`config.mk`:
```
export PLATFORM = sky130hd
export DESIGN_NAME = opcode_fetch
export DESIGN_NICKNAME = d
export VERILOG_FILES = /design/src/rtl/opcode_fetch.sv
export SDC_FILE = /design/constraint.sdc
export NUM_CORES = 1
export LEC_CHECK = 0
export ABC_AREA = 1
export BUFFER_PORTS_ARGS = -buffer_cell sky130_fd_sc_hd__buf_2
export CAP_MARGIN = 0
export CORE_ASPECT_RATIO = 1.1
export CORE_MARGIN = 5
export CORE_UTILIZATION = 45
export DETAILED_ROUTE_END_ITERATION = 12
export PLACE_DENSITY = 0.74
export SLEW_MARGIN = 40
export SYNTH_ARGS = -nofsm -noshare
export SYNTH_HDL_FRONTEND = slang
export SYNTH_SLANG_ARGS = --single-unit
```
`constraint.sdc`:
```
create_clock -name clk -period 1.3 [get_ports clk]
set_input_delay 0.13 -clock clk [delete_from_list [all_inputs] [get_ports clk]]
set_output_delay 0.13 -clock clk [all_outputs]
set_load 0.02 [all_outputs]
```
`src/rtl/opcode_fetch.sv`:
```
// CHIP-8 instruction fetch: reads a big-endian 16-bit opcode as two bytes from
// byte-wide program RAM and offers it to execute with a valid/ready handshake.
module opcode_fetch #(
  parameter int                ADDR_W   = 12,
  parameter logic [ADDR_W-1:0] PC_RESET = ADDR_W'(12'h200)
) (
  input  logic              clk,
  input  logic              reset_n,
  output logic [ADDR_W-1:0] mem_addr,
  output logic              mem_rd,
  input  logic [7:0]        mem_rdata,
  output logic [15:0]       opcode,
  output logic              opcode_valid,
  input  logic              opcode_ready,
  output logic [ADDR_W-1:0] pc,
  input  logic              pc_load,
  input  logic [ADDR_W-1:0] pc_load_value,
  input  logic              skip
);

  typedef enum logic [2:0] {
    IDLE    = 3'd0,
    ADDR_HI = 3'd1,
    ADDR_LO = 3'd2,
    CAPT_LO = 3'd3,
    VALID   = 3'd4
  } state_t;

  state_t            state, state_nxt;
  logic [7:0]        hi_byte;
  logic [ADDR_W-1:0] pc_nxt;
  logic              accept;

  assign accept = (state == VALID) && opcode_ready;

  // Next-state and RAM strobe decode; the RAM answers one cycle after each read.
  always_comb begin
    state_nxt = state;
    mem_rd    = 1'b0;
    mem_addr  = pc;
    case (state)
      IDLE:    state_nxt = ADDR_HI;
      ADDR_HI: begin
        mem_rd    = 1'b1;
        state_nxt = ADDR_LO;
      end
      ADDR_LO: begin
        mem_rd    = 1'b1;
        mem_addr  = pc + ADDR_W'(1);
        state_nxt = CAPT_LO;
      end
      CAPT_LO: state_nxt = VALID;
      VALID:   if (opcode_ready) state_nxt = ADDR_HI;
      default: state_nxt = IDLE;
    endcase
  end

  // Steering inputs only matter in the accept cycle; load beats skip.
  always_comb begin
    pc_nxt = pc;
    if (accept) begin
      if (pc_load)   pc_nxt = pc_load_value;
      else if (skip) pc_nxt = pc + ADDR_W'(4);
      else           pc_nxt = pc + ADDR_W'(2);
    end
  end

  always_ff @(posedge clk or negedge reset_n) begin
    if (!reset_n) begin
      state        <= IDLE;
      pc           <= PC_RESET;
      hi_byte      <= 8'h00;
      opcode       <= 16'h0000;
      opcode_valid <= 1'b0;
    end else begin
      state <= state_nxt;
      pc    <= pc_nxt;
      if (state == ADDR_LO) hi_byte <= mem_rdata;
      if (state == CAPT_LO) begin
        opcode       <= {hi_byte, mem_rdata};
        opcode_valid <= 1'b1;
      end else if (accept) begin
        opcode_valid <= 1'b0;
      end
    end
  end

endmodule

```
==> out/results.tsv <==
metric	value	unit
FMAX	563	MHz
clock buffer depth	2	
final core utilization	76.5	%
first-pass GRT wire length	10200	um
DRT Pass-1 Iters	4	
worst-path maximum fanout	6	
post-route ant nets	0	
Core Region	4650	sq um
Horiz. Die Dim	76.2	um
fin cells	445	
fin nets	416	
Worst Clk Skew	0.0110	ns
Root Buffer	clkbuf_8	
I/O pin total	67	
register area	1010	sq um
power per cell area	2560	nW/um^2
gp weighted congestion	0.851	
grt met2 use	34.8	%
layout cells sized above 1	56.0	%
Initial Util	46.7	%
Syn Inst Count	268	
drt wl/cell	15.6	um
Synth-to-Final Area Change	63.9	%
final WL	6930	um
# diodes	0	
met1 Track Usage GR	21.4	%
Slew @ Worst Pin	0.417	ns
final setup fails	25	
Setup WS pre-CTS	-0.124	ns
Crit Path Class	register to primary output	
area of the die	6320	sq um
Power Total	9.12	mW
port bufs	66	
gr busiest metal	met2	
VDD IR max	0.00142	V
RSZ-0062 raised after global routing	yes	
Hold Slack	0.0632	ns
placed wire-length estimate	4540	um
Slew headroom	72.2	%
largest net degree at the start of global routing	27	
clk slew on worst S/H paths	0.09	ns
total clock buffers created by CTS	5	
Worst-Skew Late Latency	0.29	ns
Tmin final	1.78	ns
syn avg cell area	8.10	sq um
most common cell after layout, fill and taps aside	nand2_1	
vias in the first global route	2283	
outcome	finished with violations	
Worst setup EP type	primary output	
Synth Net Count	296	
row count	26	
Fillers	311	
# placed instances	423	
Final WS setup	-0.476	ns
failing checks	negative setup slack	
Seq cells post-synth	40	
period utilization	137	%
met3 Usage GRT	5.52	%
Worst Hold Class	input pin to register	
critical path arrival	1.65	ns
GRT Total Usage	19.3	%
max cap viols	0	
htree depth	2	
most frequent cells in the layout	66 x nand2_1, 54 x buf_2, 40 x buf_4	
LEAKAGE	1.76	nW
initial antenna violation count	0	
Final Hold Vio Count	0	
Yosys warning total	0	
vias per cell	5.10	
Worst EP required	1.17	ns
Yosys cell types	32	
# clock sinks	40	
Die Height	82.9	um
CP startpoint kind	register	
Multi-input gate area	1370	sq um
grt total ovfl	0	
routed vias	2269	
Iter 0 DRT Violations	119	
Post-Syn Area	2170	sq um
DRC	0	
Slew Viols, Final	0	
sequential area share after synthesis	46.1	%
CTS tree	done	
## report_power, final
part           switching [mW]  internal (mW)  total, mW
Clock                   0.444          0.434      0.879
Combinational            3.31           2.59       5.90
Sequential              0.470           1.87       2.34
## timing repair
| action | CTS | global route |
|---|---|---|
| pin swaps | 16 | 28 |
| endpoints found under the hold margin | 13 | 0 |
| buffers inserted | 5 | 9 |
| setup endpoints to repair | 24 | 28 |
| gates resized for setup | 42 | 73 |
| hold buffers | 1 | 0 |
## final timing paths
kind	startpoint	end	slack (ns)	depth (start not counted)
setup / recovery	state[2]	mem_addr[3]	-0.48	7
hold / removal	pc_load_value[5]	pc[5]	0.06	3
setup reg to reg	state[1]	pc[1]	-0.22	8
hold reg to reg	opcode[11]	opcode[11]	0.48	2
max in group asynchronous	reset_n	pc[0]	0.51	3
min in group asynchronous	reset_n	pc[5]	0.30	2
## registers in the layout, summed over array words and instances, names as in the netlist
signal,cells
opcode,16
pc,12
hi_byte,8
state,3
opcode_valid,1
## worst max-delay path: stages, from the launching register on
cell and delay (ns):
dfrtp_1 0.40, inv_2 0.09, nand3_4 0.11, nor2_4 0.15, buf_4 0.19, nand2_1 0.08
a22o_1 0.19, buf_2 0.16
## cells in the mapped netlist (all sizes together)
master	number	area, sq um
xnor2	3	26.3
o31ai	1	7.51
inv	29	114
nand2	81	319
o22ai	1	6.26
dfrtp	39	976
a21oi	6	30.0
or2	1	6.26
o211ai	2	15.0
dfstp	1	26.3
a22oi	2	15.0
a22o	1	8.76
nand3	17	100
ha	3	37.5
buf	7	56.3
mux2i	1	10.0
xor2	7	61.3
nor3	3	26.3
nor2	32	145
o21ai	31	185
## per-layer routing
layer	share of wire [%]	wire [um]
met3	5.1	350
met2	55	3810
met1	36	2520
met5	0	0
met4	3.5	242
## through the flow
stage / TNS, ns / area, sq um
2_1_floorplan: -1.07 / 2290
3_3_place_gp: -0.846 / 2950
3_5_place_dp: -1.53 / 2950
4_1_cts: -4.54 / 3220
5_1_grt: -9.22 / 3560
6_report: -6.41 / 3560
## final cells by class
class,instances,share of cell area [%]
inverters,29,3.76
well taps,56,1.97
flip-flops and latches,40,28.4
clock inverters,2,0.387
repair buffers,120,24.7
multi-input cells,192,38.5
clock buffers,6,2.32
## cells by family (layout without fill, tap and decap cells)
kind of cell	after synthesis	count (layout)	synth area share [%]
AND/OR/NAND/NOR	134	134	27.5
multiplexers	1	1	0.461
buffers and inverters	36	157	7.83
AO/OA/AOI/OAI	44	44	12.3
adder cells (fa/ha/maj)	3	3	1.73
flip-flops	40	40	46.1
XOR/XNOR	10	10	4.03
Note: power is estimated with default switching activity, not from simulation.
